==> src/rtl/count_pkg.sv <==
// Shared definitions for the count_check monitor: FSM state encoding and bus width default.
package count_pkg;

    localparam int DEF_WIDTH = 4;

    typedef enum logic [1:0] {
        ST_IDLE = 2'd0,
        ST_SYNC = 2'd1,
        ST_LOCK = 2'd2
    } state_t;

endpackage

==> src/rtl/sat_count.sv <==
// Saturating up-counter: advances on inc and sticks at all-ones.
module sat_count import count_pkg::*; #(
    parameter int ERR_W = 8
) (
    input  logic             clock,
    input  logic             reset,
    input  logic             inc,
    output logic [ERR_W-1:0] cnt
);

    always_ff @(posedge clock or posedge reset) begin
        if (reset)
            cnt <= '0;
        else if (inc && (cnt != '1))
            cnt <= cnt + ERR_W'(1);
    end

endmodule

==> src/rtl/count_check.sv <==
// Checks that an observed count advances by exactly +1 (mod 2^WIDTH) each enabled cycle,
// locks after LOCK_N good steps and reports errors and wraps while locked.
module count_check import count_pkg::*; #(
    parameter int WIDTH  = DEF_WIDTH,
    parameter int LOCK_N = 2,
    parameter int ERR_W  = 8
) (
    input  logic             clock,
    input  logic             reset,
    input  logic             en,
    input  logic [WIDTH-1:0] count,
    output logic             locked,
    output logic             error,
    output logic             wrap,
    output logic [ERR_W-1:0] err_count,
    output logic [WIDTH-1:0] last
);

    state_t           state;
    logic [WIDTH-1:0] prev;
    logic [WIDTH-1:0] prev_inc;
    logic [3:0]       good_cnt;
    logic [3:0]       good_inc;
    logic             good;
    logic             err_hit;

    // The increment is kept WIDTH bits wide so max -> 0 counts as good.
    assign prev_inc = prev + WIDTH'(1);
    assign good     = (count == prev_inc);
    assign good_inc = good_cnt + 4'd1;
    assign err_hit  = en && (state == ST_LOCK) && !good;
    assign last     = prev;

    always_ff @(posedge clock or posedge reset) begin
        if (reset) begin
            state    <= ST_IDLE;
            prev     <= '0;
            good_cnt <= '0;
            locked   <= 1'b0;
            error    <= 1'b0;
            wrap     <= 1'b0;
        end else begin
            error <= 1'b0;
            wrap  <= 1'b0;
            if (en) begin
                case (state)
                    ST_IDLE: begin
                        prev     <= count;
                        good_cnt <= '0;
                        state    <= ST_SYNC;
                    end
                    ST_SYNC: begin
                        prev <= count;
                        if (good) begin
                            good_cnt <= good_inc;
                            if (good_inc == 4'(LOCK_N)) begin
                                state  <= ST_LOCK;
                                locked <= 1'b1;
                            end
                        end else begin
                            good_cnt <= '0;
                        end
                    end
                    ST_LOCK: begin
                        prev <= count;
                        if (good) begin
                            wrap <= (prev == '1);
                        end else begin
                            // The bad sample doubles as the first sample of resync.
                            error    <= 1'b1;
                            locked   <= 1'b0;
                            good_cnt <= '0;
                            state    <= ST_SYNC;
                        end
                    end
                    default: begin
                        state  <= ST_IDLE;
                        locked <= 1'b0;
                    end
                endcase
            end else if (state != ST_IDLE && state != ST_SYNC && state != ST_LOCK) begin
                state  <= ST_IDLE;
                locked <= 1'b0;
            end
        end
    end

    sat_count #(.ERR_W(ERR_W)) u_err (
        .clock (clock),
        .reset (reset),
        .inc   (err_hit),
        .cnt   (err_count)
    );

endmodule
==> config.mk <==
export PLATFORM = sky130hd
export DESIGN_NAME = count_check
export DESIGN_NICKNAME = d
export VERILOG_FILES = /design/src/rtl/count_pkg.sv /design/src/rtl/sat_count.sv /design/src/rtl/count_check.sv
export SDC_FILE = /design/constraint.sdc
export NUM_CORES = 1
export LEC_CHECK = 0
export CAP_MARGIN = 20
export CORE_ASPECT_RATIO = 1.25
export CORE_MARGIN = 5
export CORE_UTILIZATION = 35
export DETAILED_ROUTE_END_ITERATION = 6
export HOLD_SLACK_MARGIN = 0.08
export MAX_ROUTING_LAYER = met4
export PLACE_DENSITY = 0.55
export SLEW_MARGIN = 0
export SYNTH_ARGS = -nofsm -noshare
export SYNTH_HDL_FRONTEND = slang
export SYNTH_HIERARCHICAL = 1
export SYNTH_SLANG_ARGS = --single-unit
==> constraint.sdc <==
create_clock -name clock -period 5.6 [get_ports clock]
set_input_delay 1.12 -clock clock [delete_from_list [all_inputs] [get_ports clock]]
set_output_delay 1.12 -clock clock [all_outputs]
set_load 0.02 [all_outputs]
Yosys cells after proc, flatten, opt, wreduce, memory -nomap -nowiden

Cells that the tools add are included.

Memory bits (writable): 0
Memories kept: 0
Register bits after elaboration: 21
Bits in read-only memories: 0
Logic and storage cells: 59
Latch bits: 0

Bitwise logic cells: 0
Multiplexer cells: 21
$mul: 0
Shifts and indexed selects: 0
$add $sub $neg: 3
Div/mod/pow operators: 0
Equality and inequality tests: 13
Reductions and logical operators: 15
$lt $le $gt $ge: 0

Operators with widths:

| cell                  | count |
|---|---|
| $pmux W4 S3           | 1 |
| $mux W1               | 11 |
| $mux W2               | 5 |
| $ne A3 B3 Y1 const B  | 3 |
| $add A4 B1 Y4 const B | 2 |
| $add A8 B1 Y8 const B | 1 |
| $mux W4               | 2 |
| $ne A8 B8 Y1 const B  | 1 |
| $ne A2 B2 Y1 const B  | 3 |
| $pmux W2 S3           | 1 |
| $logic_and A1 B1 Y1   | 5 |
| $reduce_and A5 Y1     | 1 |
| $eq A4 B2 Y1 const B  | 1 |
| $eq A4 B4 Y1          | 1 |
| $eq A4 B4 Y1 const B  | 1 |
| $reduce_and A4 Y1     | 1 |
| $reduce_bool A2 Y1    | 2 |
| $pmux W1 S3           | 1 |
| $reduce_and A3 Y1     | 1 |
| $reduce_bool A3 Y1    | 1 |
| $reduce_or A3 Y1      | 1 |
| $eq A2 B1 Y1 const B  | 1 |
| $eq A2 B2 Y1 const B  | 1 |
| $logic_not A2 Y1      | 1 |
| 3 further kinds       | 3 |

Depth between registers and ports, before layout

Depth in word-level cells: 6
Depth in mapped cells: 8

Hierarchy

Netlist, hierarchy kept.

Modules (own cells, without submodules):

| module      | area each (sq um) | cells an instance | times used |
|---|---|---|---|
| count_check | 772.0             | 76                | 1 |
| sat_count   | 419.2             | 38                | 1 |

Worst setup path before layout

No wires, ideal clock.

Kind: input-to-reg
Start point: input port count[3]
End point: register u_err.cnt[7]
Buffers on the path: 0
Path slack: 2.773 ns
Library setup time: 0.128 ns
Arrival time: 2.699 ns
Stages on the path: 7
Cells stage by stage: xor2_1 xnor2_1 nor2_4 nor2_1 nand3_1 nor3_1 mux2_1

Word-level cells in the longest chain between the ends: 4

Ends and longest elaborated chain:

| what                   | RTL line          | RTL |
|---|---|---|
| start: declaration     | count_check.sv:11 | `input logic [WIDTH-1:0] count,` |
| $eq A4 B4 Y1           | count_check.sv:29 | `assign good = (count == prev_inc);` |
| $logic_not A1 Y1       | count_check.sv:31 | `assign err_hit = en && (state == ST_LOCK) && !good;` |
| $logic_and A1 B1 Y1    | count_check.sv:31 |  |
| via err_hit            | count_check.sv:25 | `logic err_hit;` |
| $logic_and A1 B1 Y1    | sat_count.sv:14   | `else if (inc && (cnt != '1))` |
| end signal: assignment | sat_count.sv:15   | `cnt <= cnt + ERR_W'(1);` |
| end: declaration       | sat_count.sv:8    | `output logic [ERR_W-1:0] cnt` |

The timed path passes the listed nets, and every way through them passes these cells.
A chain may end at the register's enable or synchronous reset.

Final worst setup path

Same ends and word-level chain as after synthesis.

==> impl_table.tex <==
\begin{tabular}{lr}
\hline
Metric & Value \\
\hline
\multicolumn{2}{l}{\textbf{Finish}} \\
Post-route insts no fill & 175 \\
Final-layout fill cell count & 330 \\
Final instance area & 1489 sq um \\
Area growth, synth to finish & 25.00\% \\
Final core utilization & 45.79\% \\
Area occupied by multi-input gates & 628.1 sq um \\
Inserted Diodes & 0 \\
Fraction of layout instances using a drive strength above 1 & around an eighth \\
Storage element area & 525.5 sq um \\
Final Net Count & 150 \\
\multicolumn{2}{l}{\textbf{Synthesis}} \\
Share of synthesized area occupied by flip-flops and latches & between 40\% and 50\% \\
Proportion of register bits with asynchronous set or reset after synthesis & 100.0\% \\
Most frequent cells after synthesis & 21 x sky130\_fd\_sc\_hd\_\_dfrtp\_1, 12 x sky130\_fd\_sc\_hd\_\_nand2\_1, 9 x sky130\_fd\_sc\_hd\_\_inv\_1 \\
Count of warnings emitted by yosys & 6 \\
Most common cell in the synthesized netlist & sky130\_fd\_sc\_hd\_\_dfrtp\_1 \\
Most used flip-flop cell after synthesis & sky130\_fd\_sc\_hd\_\_dfrtp\_1 \\
Number of enable flip-flop cells after synthesis & 0 \\
Mapped Area & between 1000 and 1500 sq um \\
Gate count of the mapped netlist & 114 \\
Dominant cells by area after synthesis & sky130\_fd\_sc\_hd\_\_dfrtp\_1 44\%, sky130\_fd\_sc\_hd\_\_mux2\_2 4.7\%, sky130\_fd\_sc\_hd\_\_ha\_1 4.2\%, sky130\_fd\_sc\_hd\_\_nand2\_1 3.8\%, sky130\_fd\_sc\_hd\_\_nand3\_1 3.4\% \\
FF+latch count, synth & 21 \\
Synthesized net count & 125 \\
Top-area cell type share of the netlist area & between 40 and 50\% \\
Number of distinct library cells after synthesis & 35 \\
Per-instance average area after synthesis & between 10 and 15 sq um \\
Post-synthesis cell type with the largest combined area & sky130\_fd\_sc\_hd\_\_dfrtp\_1 \\
\multicolumn{2}{l}{\textbf{Timing}} \\
Setup Total Neg Slack & 0 ns \\
Transition at the pin with the smallest max-transition slack & 0.5295 ns \\
Slew Limit Fails & 0 \\
Final worst path period share & around 57\% \\
Top achievable clock speed & a little over 0.3 GHz \\
Worst slew margin & between 60\% and 70\% \\
Shortest clock period the worst path allows after layout & 3.219 ns \\
Unrepaired setup endpoints after global routing & no \\
Final setup violation count & 0 \\
Number of hold violations in the final report & 0 \\
Worst-case hold slack & 0.5219 ns \\
Final clock skew & 0.001900 ns \\
\multicolumn{2}{l}{\textbf{Clock tree}} \\
Cell chosen for the clock root & sky130\_fd\_sc\_hd\_\_clkbuf\_8 \\
Number of buffers created by CTS & 3 \\
\# clock sinks & 21 \\
Number of buffers inserted by post-CTS setup repair & 0 \\
Clock-pin slew on the worst setup and hold paths & 0.08 ns \\
H-Tree Level Count & 1 \\
Hold buffer count at cts & 0 \\
CTS tree & done \\
Count of instances resized after the clock tree is built & 0 \\
CTS max path bufs & 2 \\
Worst-skew pair later-pin latency & 0.26 ns \\
\multicolumn{2}{l}{\textbf{Route}} \\
Number of remaining DRC errors & 0 \\
Via total after detailed routing & about 940 \\
Total routed wire length on the met1 layer & 1215 um \\
Initial DRC count & 46 \\
Met2 wire length & 1158 um \\
Number of vias per cell after detailed routing & $\sim$5.4 \\
Remaining number of nets flagged by the antenna check after routing & 0 \\
Top layer reached by signal wires & met4 \\
Met3 WL post-DR & 88 um \\
Total detailed-routing wirelength & 2495 um \\
Final routed wire length divided by cell count & about 14 um \\
Count of TritonRoute iterations in the first routing pass & 4 \\
\multicolumn{2}{l}{\textbf{Placement}} \\
Placed cell areas & 1444 sq um \\
Input/output buffers & 21 \\
\# placed instances & around 170 \\
Final HPWL DP & 1934 um \\
Final weighted congestion in routability-driven placement & 0.8261 \\
\multicolumn{2}{l}{\textbf{Worst hold path}} \\
Worst hold-check path type & flop to flop \\
Count of cells along the worst hold path & 1 \\
Origin of the worst min-delay path & u\_err/cnt[6]\$\_DFFE\_PP0P\_ \\
Hold Crit Endpoint & u\_err/cnt[6]\$\_DFFE\_PP0P\_ \\
\multicolumn{2}{l}{\textbf{Worst setup path}} \\
Reg2reg path depth & 7 \\
Source of the worst register-to-register timing path & last[3]\$\_DFFE\_PP0P\_ \\
Startpoint type of the worst setup path & primary input \\
Class of the most critical setup path & primary input to flop \\
Capture instance of the worst register-to-register path & u\_err/cnt[7]\$\_DFFE\_PP0P\_ \\
Endpoint kind of the worst setup timing path & flop \\
CP max-delay cell & sky130\_fd\_sc\_hd\_\_xnor2\_1 \\
CP peak stage delay & 0.44 ns \\
Critical path fanouts, max & 7 \\
Crit-path cells & clkdlybuf4s50\_1 > xor2\_1 > xnor2\_1 > nor2\_4 > nor2\_1 > nand3\_1 > nor3\_1 > mux2\_1 \\
Data required time of the worst path & 5.74 ns \\
Worst EP arrival & 3.36 ns \\
Worst reg2reg setup slack & approximately 3.2 ns \\
\multicolumn{2}{l}{\textbf{Die}} \\
IO Pins & 22 \\
Number of placement rows & 23 \\
CORE AREA & 3252 sq um \\
Total Die Area & 4677 sq um \\
Initial Util & between 30\% and 40\% \\
Die X-Extent & 62.18 um \\
Floorplan die height & 75.23 um \\
\multicolumn{2}{l}{\textbf{Global route}} \\
Initial antenna violation count & 0 \\
Pin count of the biggest net entering global routing & 14 \\
Total track usage & 11.98\% \\
Residual overflow from global routing & 0 \\
Via count of the first global-routing pass & 970 \\
Global-route wire length before repair & 4409 um \\
\multicolumn{2}{l}{\textbf{Power}} \\
LEAKAGE & approximately 0.64 nW \\
P per Cell Area & about 350 nW/um\^{}2 \\
Maximum vdd drop & around 0.15 mV \\
\multicolumn{2}{l}{\textbf{Flow run}} \\
Max\_cap viols & 0 \\
\multicolumn{2}{l}{\textbf{Status}} \\
Result of the run & finished clean \\
\hline
\end{tabular}
-- final cells by class --
type                       count  area share, %
clock buffer                   4          3.025
inverter                       9          2.269
multi-input combinational     83          42.18
sequential                    21          35.29
tap                           37          3.109
timing repair buffer          21          14.12
-- worst max path at each step --
| stage | start | to | cells after the start |
|---|---|---|---|
| after CTS | count[3] | u_err/cnt[7]$_DFFE_PP0P_ | 8 |
| after detailed placement | count[3] | u_err/cnt[7]$_DFFE_PP0P_ | 8 |
| after floorplan | count[3] | u_err/cnt[7]$_DFFE_PP0P_ | 7 |
| after global placement | count[3] | u_err/cnt[7]$_DFFE_PP0P_ | 8 |
| final | count[3] | u_err/cnt[7]$_DFFE_PP0P_ | 8 |
| after global routing | count[3] | u_err/cnt[7]$_DFFE_PP0P_ | 8 |
-- stage by stage --
step	power, W	worst slack [ns]
global route	0.0005479	2.213
global placement	0.0004127	2.218
CTS	0.0005191	2.358
floorplan	0.0003536	2.773
finish	0.0005143	2.381
detailed placement	0.0004179	2.080
-- placed cells by master, fill, tap and decap left out, drive strengths merged --
| master | synthesis | final |
|---|---|---|
| o2111a | 1 | 1 |
| o22ai | 2 | 2 |
| o211ai | 1 | 1 |
| nand2 | 12 | 12 |
| nor2 | 8 | 8 |
| xor2 | 3 | 3 |
| inv | 9 | 9 |
| o31ai | 3 | 3 |
| mux2 | 8 | 8 |
| clkbuf | 1 | 4 |
| maj3 | 1 | 1 |
| o21bai | 2 | 2 |
| a21boi | 1 | 1 |
| ha | 4 | 4 |
| nand4 | 5 | 5 |
| o2bb2ai | 1 | 1 |
| nor3 | 4 | 4 |
| o31a | 1 | 1 |
| xnor3 | 1 | 1 |
| a31oi | 1 | 1 |
| o21ai | 6 | 6 |
| clkdlybuf4s50 | 0 | 21 |
| o311ai | 2 | 2 |
| dfrtp | 21 | 21 |
| xnor2 | 4 | 4 |
| nand3 | 9 | 9 |
| or2 | 1 | 1 |
| a21oi | 2 | 2 |
-- logic make-up (layout without fill, tap and decap cells) --
kind of cell,Yosys count,after routing,synth area share (%)
compound gates,23,23,15.76
xor+xnor,8,8,7.038
simple gates,39,39,17.23
mux,8,8,7.562
fa+ha+maj,5,5,5.147
flops,21,21,44.12
buf+inv,10,34,3.151
-- worst max-delay path: cells and delay by family --
family,cells,cell delay [ns]
mux,1,0.34
buf+inv,1,0.43
xor+xnor,2,0.60
simple gates,4,0.88
-- state kept, by name, indices dropped and copies added, names as in the netlist --
| signal | count |
|---|---|
| error | 1 |
| u_err/cnt | 8 |
| last | 4 |
| state | 2 |
| good_cnt | 4 |
| wrap | 1 |
| locked | 1 |
-- metal layers --
layer | GRT usage [%] | vias up
li1 | - | 463
met1 | 14.59 | 447
met2 | 19.93 | 23
met3 | 2.239 | 5
met4 | 4.337 | 0
met5 | - | -
-- power by group --
group	switching (W)	total [W]	leakage, nW	internal (W)
Combinational	0.000108	0.000203	0.346	0.0000949
Clock	0.0000486	0.0000992	0.0228	0.0000506
Sequential	0.0000369	0.000212	0.275	0.000175
Total	0.000193	0.000514	0.643	0.000321
(Power assumes the default switching activity.)
